===== config.mk =====
export PLATFORM = sky130hd
export DESIGN_NAME = alu_exec_unit
export DESIGN_NICKNAME = d
export VERILOG_FILES = /design/src/rtl/alu_exec_unit.sv
export SDC_FILE = /design/constraint.sdc
export NUM_CORES = 1
export LEC_CHECK = 0
export CELL_PAD_IN_SITES_DETAIL_PLACEMENT = 0
export CELL_PAD_IN_SITES_GLOBAL_PLACEMENT = 1
export CORE_ASPECT_RATIO = 1.5
export CORE_UTILIZATION = 44
export CTS_CLUSTER_SIZE = 10
export DETAILED_ROUTE_END_ITERATION = 8
export GPL_TIMING_DRIVEN = 0
export HOLD_SLACK_MARGIN = 0.06
export PLACE_DENSITY = 0.95
export SETUP_SLACK_MARGIN = 0.4
export SLEW_MARGIN = 20
export SYNTH_ARGS = -nofsm -noshare
export SYNTH_HDL_FRONTEND = slang
export SYNTH_SLANG_ARGS = --single-unit
export TNS_END_PERCENT = 5

===== constraint.sdc =====
create_clock -name clk -period 5.6 [get_ports clk]
set_input_delay 0.84 -clock clk [delete_from_list [all_inputs] [get_ports clk]]
set_output_delay 0.84 -clock clk [all_outputs]
set_load 0.02 [all_outputs]

===== src/rtl/alu_exec_unit.sv =====
// alu_exec_unit: MIPS execute-stage ALU with valid/ready handshaking.
//
// Merges ALUOp/funct decode, JR detection and the arithmetic datapath.
// The optional iterative shift-add multiplier is compiled in only when
// the macro ALU_MUL_EN is defined. Without it, funct 0101 decodes as illegal.
//
// Handshake: a transfer happens on a rising edge where valid && ready are
// both high. The sender holds its payload and valid until that transfer.
// The receiver may raise or drop ready at any time.
//
// Ports:
//   clk, reset            clock, asynchronous active-high reset
//   in_valid / in_ready   operation handshake (alu_op, funct, src_a, src_b)
//   out_valid / out_ready result handshake (result, zero, overflow, jr, illegal)
//   o_dbg_state           current FSM state, for debug and checkers
module alu_exec_unit #(
   parameter int WIDTH = 32
) (
   input  logic             clk,
   input  logic             reset,
   input  logic             in_valid,
   output logic             in_ready,
   input  logic [1:0]       alu_op,
   input  logic [3:0]       funct,
   input  logic [WIDTH-1:0] src_a,
   input  logic [WIDTH-1:0] src_b,
   output logic             out_valid,
   input  logic             out_ready,
   output logic [WIDTH-1:0] result,
   output logic             zero,
   output logic             overflow,
   output logic             jr,
   output logic             illegal,
   output logic [1:0]       o_dbg_state
);

   localparam logic [1:0] S_IDLE = 2'd0;
   localparam logic [1:0] S_DONE = 2'd1;
`ifdef ALU_MUL_EN
   localparam logic [1:0] S_MUL  = 2'd2;
`endif

   localparam logic [2:0] OP_ADD = 3'd0;
   localparam logic [2:0] OP_SUB = 3'd1;
   localparam logic [2:0] OP_AND = 3'd2;
   localparam logic [2:0] OP_OR  = 3'd3;
   localparam logic [2:0] OP_SLT = 3'd4;
   localparam logic [2:0] OP_JR  = 3'd5;
   localparam logic [2:0] OP_ILL = 3'd6;
`ifdef ALU_MUL_EN
   localparam logic [2:0] OP_MUL = 3'd7;
   localparam int CNT_W = $clog2(WIDTH);
`endif

   logic [1:0]       r_state;
   logic [1:0]       w_state_nxt;
   logic [2:0]       w_op;
   logic             w_accept;
   logic [WIDTH-1:0] w_add;
   logic [WIDTH-1:0] w_sub;
   logic [WIDTH-1:0] w_res;
   logic             w_ovf;
   logic             w_jr;
   logic             w_ill;
   logic [WIDTH-1:0] r_result;
   logic             r_zero;
   logic             r_ovf;
   logic             r_jr;
   logic             r_ill;

`ifdef ALU_MUL_EN
   logic [CNT_W-1:0]   r_cnt;
   logic [2*WIDTH-1:0] r_acc;     // {partial high half, remaining multiplier bits}
   logic [WIDTH-1:0]   r_mcand;
   logic [WIDTH:0]     w_sum;
   logic [2*WIDTH-1:0] w_prod;
   logic               w_mul_last;

   // Right-shifting shift-add: the multiplier occupies the low half of the
   // accumulator and its LSB selects whether the multiplicand is added.
   assign w_sum      = {1'b0, r_acc[2*WIDTH-1:WIDTH]}
                     + (r_acc[0] ? {1'b0, r_mcand} : {(WIDTH+1){1'b0}});
   assign w_prod     = {w_sum, r_acc[WIDTH-1:1]};
   assign w_mul_last = (r_state == S_MUL) && (r_cnt == CNT_W'(WIDTH-1));
`endif

   // ---------------- decode ----------------
   always_comb begin
      w_op = OP_ILL;
      case (alu_op)
         2'b11:   w_op = OP_ADD;
         2'b10:   w_op = OP_SLT;
         2'b01:   w_op = OP_SUB;
         default: begin
            case (funct)
               4'b0000: w_op = OP_ADD;
               4'b0001: w_op = OP_SUB;
               4'b0010: w_op = OP_AND;
               4'b0011: w_op = OP_OR;
               4'b0100: w_op = OP_SLT;
`ifdef ALU_MUL_EN
               4'b0101: w_op = OP_MUL;
`endif
               4'b1000: w_op = OP_JR;
               default: w_op = OP_ILL;
            endcase
         end
      endcase
   end

   // ---------------- single-cycle datapath ----------------
   assign w_add    = src_a + src_b;
   assign w_sub    = src_a - src_b;
   assign w_accept = in_valid && in_ready;

   always_comb begin
      w_res = '0;
      w_ovf = 1'b0;
      w_jr  = 1'b0;
      w_ill = 1'b0;
      case (w_op)
         OP_ADD: begin
            w_res = w_add;
            w_ovf = (src_a[WIDTH-1] == src_b[WIDTH-1]) && (w_add[WIDTH-1] != src_a[WIDTH-1]);
         end
         OP_SUB: begin
            w_res = w_sub;
            w_ovf = (src_a[WIDTH-1] != src_b[WIDTH-1]) && (w_sub[WIDTH-1] != src_a[WIDTH-1]);
         end
         OP_AND: w_res = src_a & src_b;
         OP_OR:  w_res = src_a | src_b;
         OP_SLT: w_res = {{(WIDTH-1){1'b0}}, ($signed(src_a) < $signed(src_b))};
         OP_JR: begin
            w_res = src_a;
            w_jr  = 1'b1;
         end
         OP_ILL: w_ill = 1'b1;
         default: w_res = '0;
      endcase
   end

   // ---------------- FSM: state register ----------------
   always_ff @(posedge clk or posedge reset) begin
      if (reset) r_state <= S_IDLE;
      else       r_state <= w_state_nxt;
   end

   // ---------------- FSM: next state ----------------
   always_comb begin
      w_state_nxt = r_state;
      case (r_state)
         S_IDLE, S_DONE: begin
            if (w_accept) begin
`ifdef ALU_MUL_EN
               w_state_nxt = (w_op == OP_MUL) ? S_MUL : S_DONE;
`else
               w_state_nxt = S_DONE;
`endif
            end else if ((r_state == S_DONE) && out_ready) begin
               w_state_nxt = S_IDLE;
            end
         end
`ifdef ALU_MUL_EN
         S_MUL: if (w_mul_last) w_state_nxt = S_DONE;
`endif
         default: w_state_nxt = S_IDLE;
      endcase
   end

   // ---------------- FSM: outputs ----------------
   always_comb begin
      out_valid   = (r_state == S_DONE);
      // Forced low during reset so nothing is accepted while the unit is held.
      in_ready    = !reset && ((r_state == S_IDLE) || ((r_state == S_DONE) && out_ready));
      o_dbg_state = r_state;
   end

   // ---------------- result registers ----------------
   always_ff @(posedge clk or posedge reset) begin
      if (reset) begin
         r_result <= '0;
         r_zero   <= 1'b0;
         r_ovf    <= 1'b0;
         r_jr     <= 1'b0;
         r_ill    <= 1'b0;
`ifdef ALU_MUL_EN
         r_cnt    <= '0;
         r_acc    <= '0;
         r_mcand  <= '0;
`endif
      end else begin
         if (w_accept) begin
`ifdef ALU_MUL_EN
            if (w_op == OP_MUL) begin
               r_acc   <= {{WIDTH{1'b0}}, src_b};
               r_mcand <= src_a;
               r_cnt   <= '0;
            end else
`endif
            begin
               r_result <= w_res;
               r_zero   <= (w_res == '0);
               r_ovf    <= w_ovf;
               r_jr     <= w_jr;
               r_ill    <= w_ill;
            end
         end
`ifdef ALU_MUL_EN
         else if (r_state == S_MUL) begin
            r_acc <= w_prod;
            // The last step publishes the product directly so the result
            // lands on the same edge the FSM enters DONE.
            if (w_mul_last) begin
               r_result <= w_prod[WIDTH-1:0];
               r_zero   <= (w_prod[WIDTH-1:0] == '0);
               r_ovf    <= |w_prod[2*WIDTH-1:WIDTH];
               r_jr     <= 1'b0;
               r_ill    <= 1'b0;
               r_cnt    <= '0;
            end else begin
               r_cnt    <= r_cnt + CNT_W'(1);
            end
         end
`endif
      end
   end

   assign result   = r_result;
   assign zero     = r_zero;
   assign overflow = r_ovf;
   assign jr       = r_jr;
   assign illegal  = r_ill;

endmodule


; Yosys cells after proc, flatten, opt, wreduce, memory -nomap -nowiden
; Cells that the tools add are included.
[word_totals]
register_bits = 38
latchBits = 0
ramBits = 0
mem_bits_ro = 0
inputBits = 74
output_inout_bits = 40
wordCells = 52
mem_count = 0
[op_classes]
addsub = 2
n_mul = 0
n_div = 0
magnitude_cmp = 1
n_eq_ne = 20
shift = 0
mux = 9
n_bitwise = 2
n_reduce_logical = 12
[ops]
columns = operator, n
row1 = $pmux 32 s6, 1
row2 = $add 32x32->32, 1
row3 = $and 32x32->32, 1
row4 = $logic_not 32->1, 1
row5 = $lt 32x32->1, 1
row6 = $or 32x32->32, 1
row7 = $sub 32x32->32, 1
row8 = $pmux 3 s6, 1
row9 = $eq 3x3->1 const B, 3
row10 = $pmux 3 s3, 1
row11 = $eq 4x2->1 const B, 2
row12 = $eq 3x2->1 const B, 2
row13 = $mux 2, 3
row14 = $logic_and 1x1->1, 5
row15 = $eq 2x1->1 const B, 2
row16 = $eq 2x2->1 const B, 2
row17 = $eq 4x1->1 const B, 1
row18 = $eq 4x3->1 const B, 1
row19 = $eq 4x4->1 const B, 1
row20 = $logic_not 4->1, 1
row21 = $eq 3x1->1 const B, 1
row22 = $logic_not 3->1, 1
row23 = $ne 1x1->1, 3
row24 = $ne 3x3->1 const B, 1
row25 = other kinds (7), 8

; Logic depth before layout (Yosys ltp)
[depth]
ltp_word = 7
ltp_mapped = 14
depth_no_buf = 14

; Worst setup path after synthesis
; Ideal clock, no wire load.
[synth_path]
kind = input-to-reg
start = input reset
end = register r_zero, in the netlist zero
setup_ns = 0.104
arrival_ns = 3.812
required_ns = 5.496
slack_ns = 1.684
stages = 11
n_path_buf = 0
path_cell_list = inv_1 o21a_1 nand2_1 a2111oi_0 and3_1 nand4_1 nor4_1 nand4_1 nor4b_2 nand4_1 o41ai_2
[synth_between]
elab_chain_cells = 3
[synth_lines]
columns = element, line
row1 = from (decl), 20  ; input logic reset,
row2 = $logic_not 1->1 (no source line), -
row3 = $logic_and 1x1->1, 174  ; in_ready = !reset && ((r_state == S_IDLE) || ((r_state == S_DONE) && out_ready));
row4 = via in_ready, 22  ; output logic in_ready,
row5 = $logic_and 1x1->1, 114  ; assign w_accept = in_valid && in_ready;
row6 = to (signal assigned), 202  ; r_zero <= (w_res == '0);
row7 = to (decl), 66  ; logic r_zero;
; The timed path passes the listed nets, and every way through them passes these cells.
; A chain may end at the register's enable or synchronous reset.

; Worst setup path in the final report
[layout_path]
start = input src_b[0]
end = register r_zero, in the netlist zero
[layout_between]
elab_chain_cells = 3
elab_cells_between_ends = 7
cone_classes = add/sub (2) / order compare (1) / mux (1) / bitwise (2) / reduce/logical (1)
[layout_lines]
columns = element, line
row1 = from (decl), 26  ; input logic [WIDTH-1:0] src_b,
row2 = $sub 32x32->32 (tied with other cells), 113  ; assign w_sub = src_a - src_b;
row3 = $pmux 32 s6 *, 121  ; case (w_op)
row4 = $logic_not 32->1 *, 202
; Mark *: on every way between the ends. The rest lies on a longest branch, timed or not.

==> summary.txt <==
Floorplan
  – Number of placed I/O pins: roughly 110
  – Die area: 0.0166 mm²
  – Row Count: 56
  – Die width: ~110 µm
  – Core area: ~0.016 mm²
  – Initial Utilization: 45.2%
  – Die Ht: 157 µm

Layout
  – # nets final: 1261
  – # diodes: 0
  – Final non-filler cell total: about 1300
  – Layout area overhead: 22.2%
  – Fillers: 1561
  – Share of layout cells above drive strength 1: 6.70%

GRT
  – Vias in the first global route: 7797
  – Global-route met1 utilization: 33.8%
  – Largest net degree at the start of global routing: 30
  – All-layer global routing usage: about a third
  – GR Util met2: between 60% and 70%
  – Total grt overflow: 0
  – M3 GR Usage: roughly 2.5%
  – Most Crowded Layer GR: met2
  – First-pass GRT wire length: 41900 µm
  – Antenna violations before repair: 0

Timing
  – RSZ-0062 raised after global routing: false
  – Final period util: 89.4%
  – Pins Over Slew Limit: 0
  – Final setup viols: 0
  – Pin slew with the least headroom to its limit: ~1.1 ns
  – Slew margin rel.: 24.2%
  – Clk_skew: 0.00158 ns
  – Hold Vio Cnt, Final: 0
  – TNS Setup: 0 ns
  – Final Critical Period: 5.01 ns
  – Fmax: 200 MHz

Place
  – Cell total after placement: around 1300
  – PortBufs: 110
  – Routability cong.: 0.994
  – Placed wire-length estimate: 22700 µm

Synthesis
  – Post-synthesis cell count: 969
  – Compound-Gate Fraction of Synth Area: 33.1%
  – Synth Flop Type: dfrtp_1
  – Syn avg cell area: 7.28 µm²
  – Synth Area in Adders: 17.6%
  – Xor and xnor area share after synthesis: 0.124%
  – Fraction of registers with async set/reset: 100%
  – Post-synth EDFFs: 0
  – Multiplexer area fraction after synthesis: around 6.6%
  – Synthesized flop and latch total: 37
  – Post-Syn Nets: ~1100
  – Post-synthesis sequential area ratio: 13.1%
  – Yosys warning total: 0
  – Synthesized cell area: 0.00706 mm²
  – Netlist cell types: 82
  – Simple logic cell fraction of the synthesized area: roughly a fifth
  – Largest family of logic cells by synthesized area: compound AO/OA/AOI/OAI gates

Detailed routing
  – Antenna viol nets, final: 0
  – Routed length per instance: roughly 22 µm
  – DR vias/cell: 6.27
  – Residual DRC: 0
  – DRT iter0 DRCs: about 510
  – DRT Wirelength: 28100 µm
  – Via count: around 8100
  – Drt pass-1 iters: 5

Worst setup path
  – Critical Path Sink Type: flop
  – Arr. time, crit path: 5.19 ns
  – Critical Path Slowest Stage Cell: a222oi_1
  – Crit-path cells: clkdlybuf4s50_1, ha_1, inv_1, fa_1, nor2b_1, o31ai_2, a21oi_1, a21oi_1, o21ai_0, o221ai_1, a222oi_1, nand4b_1, nor4_1, nand4_1, o41ai_2
  – Worst Path Max Fanout: 6
  – Buf/Inv on CP: 2
  – Crit-path most repeated cell: a21oi_1
  – CP top delay family: compound AO/OA/AOI/OAI gates
  – WS Path Type: primary input to flop
  – Critical Path RT: 5.78 ns
  – Largest stage delay, worst path: 0.70 ns
  – Worst Setup Start Kind: primary input

Clock tree
  – TritonCTS clock tree: built
  – Post-CTS Hold Fix Bufs: 0
  – Clock root buffer master: clkbuf_16
  – H-tree depth: 2
  – Worst-path clk slew: roughly 0.060 ns
  – Worst skew pair latency: 0.28 ns
  – CTS sink count: 37
  – Clock buffer count from CTS: 5
  – Clock tree buffer depth: 2

Min path
  – Hold WC Path Type: flop to flop

Pwr
  – P per Cell Area: 189 mW/mm²
  – LEAKAGE: between 3 and 4 nW
  – Peak supply drop: ~130 µV

Flow run
  – Max Cap Viol: 0

Status
  – Run status: complete, no violations
-- worst min-delay path: stages (launching register included) --
cell     delay [ns]
dfrtp_1        0.34
nand2_1        0.05
o21ai_0        0.06
-- cell usage after synthesis (all sizes together) (8+ instances only) --
library cell  number  area, µm²
a211oi            15        113
a21o              18        135
a21oi             77        385
a221o             13        130
a222oi            10        100
a22oi              9       67.6
a31oi             10       62.6
buf               27        151
clkbuf            30        114
dfrtp             37        926
ha                96       1200
inv              126        473
mux2              10        113
mux2i             35        350
nand2             80        303
nand2b            11       68.8
nand3             26        130
nand4              9       56.3
nor2              67        251
nor3              32        160
nor4              13       87.6
o211ai            10       75.1
o21ai             54        270
o21bai             9       71.3
o221ai            13        114
o311ai             8       70.1
o31ai             13       97.6
or3               10       62.6
-- final cells by class --
type,count,area [µm²],area share (%)
repair buffers,113,1140,13.2
flip-flops and latches,37,926,10.7
well taps,203,254,2.95
multi-input cells,749,5410,62.7
inverters,126,473,5.48
clock buffers,7,153,1.77
clock inverters,1,8.76,0.102
plain buffers,57,265,3.08
-- report_power, final --
group	leakage, nW	internal (mW)	switching [mW]
Clock	0.0805	0.191	0.112
Sequential	0.468	0.325	0.0348
Combinational	3.42	0.390	0.581
Total	3.96	0.906	0.729
-- per-stage QoR --
stage | cell area [µm²] | hold WS (ns) | power, mW | setup slack [ns] | util (%)
after floorplan | 7060 | 0.590 | 0.922 | 1.68 | -
after global placement | 8410 | 0.462 | 1.30 | 0.208 | 53.8
after detailed placement | 8430 | 0.465 | 1.31 | 0.183 | 54.0
after CTS | 8590 | 0.478 | 1.62 | 0.456 | 55.0
after global routing | 8620 | 0.494 | 1.72 | 0.429 | 55.2
final | 8620 | 0.478 | 1.63 | 0.594 | 55.2
-- per-layer routing --
metal  share of wire [%]  up-vias
met5                   0        -
met4                 8.9        0
met3                 4.1      135
met2                  51      331
met1                  36     3853
li1                    -     3783
-- cells by family (layout without fill, tap and decap cells) --
family | after synthesis | count (layout)
buffers and inverters | 183 | 304
xor gates and xnor gates | 1 | 1
adders and majority gates | 98 | 98
other | 1 | 1
muxes | 45 | 45
and+or+nand+nor | 276 | 276
DFF | 37 | 37
AOI/OAI and AO/OA | 328 | 328
-- flip-flops by register name, summed over array words and instances, names as in the netlist --
register     count
result          32
illegal          1
jr               1
o_dbg_state      1
overflow         1
zero             1
-- placed cells by master (no fill, tap or decap), types with 10 or more instances in the layout --
| cell | synthesis | routed |
|---|---|---|
| inv_1 | 124 | 123 |
| clkdlybuf4s50_1 | 0 | 110 |
| ha_1 | 96 | 96 |
| nand2_1 | 79 | 79 |
| a21oi_1 | 77 | 76 |
| nor2_1 | 67 | 67 |
| o21ai_0 | 50 | 50 |
| dfrtp_1 | 37 | 37 |
| mux2i_1 | 35 | 35 |
| nor3_1 | 32 | 32 |
| clkbuf_1 | 29 | 29 |
| nand3_1 | 26 | 26 |
| buf_2 | 19 | 19 |
| a21o_1 | 18 | 18 |
| a211oi_1 | 15 | 15 |
| a221o_1 | 13 | 13 |
| o221ai_1 | 13 | 13 |
| nor4_1 | 12 | 12 |
| o31ai_1 | 13 | 12 |
| nand2b_1 | 11 | 11 |
| or3_1 | 10 | 10 |
| mux2_2 | 10 | 10 |
| o211ai_1 | 10 | 10 |
| a222oi_1 | 10 | 10 |
-- repair_timing --
item                                    CTS  global route
gates resized for setup                   0             3
setup buffers                             0             2
endpoints found under the setup margin    0             1
-- path summary, 6_finish.rpt --
kind                                       startpoint                    endpoint  slack (ns)  depth (start not counted)
max in group asynchronous                       reset      result[11]$_DFFE_PP0P_        4.38                          3
min in group asynchronous                       reset  o_dbg_state[0]$_DFFE_PP0P_        0.80                          2
hold reg to reg                 result[5]$_DFFE_PP0P_       result[5]$_DFFE_PP0P_        0.48                          2
hold / removal                  result[5]$_DFFE_PP0P_       result[5]$_DFFE_PP0P_        0.48                          2
setup / recovery                             src_b[0]            zero$_DFFE_PP0P_        0.59                         15
setup reg to reg           o_dbg_state[0]$_DFFE_PP0P_            zero$_DFFE_PP0P_        2.39                         11
Note: power is estimated with default switching activity, not from simulation.
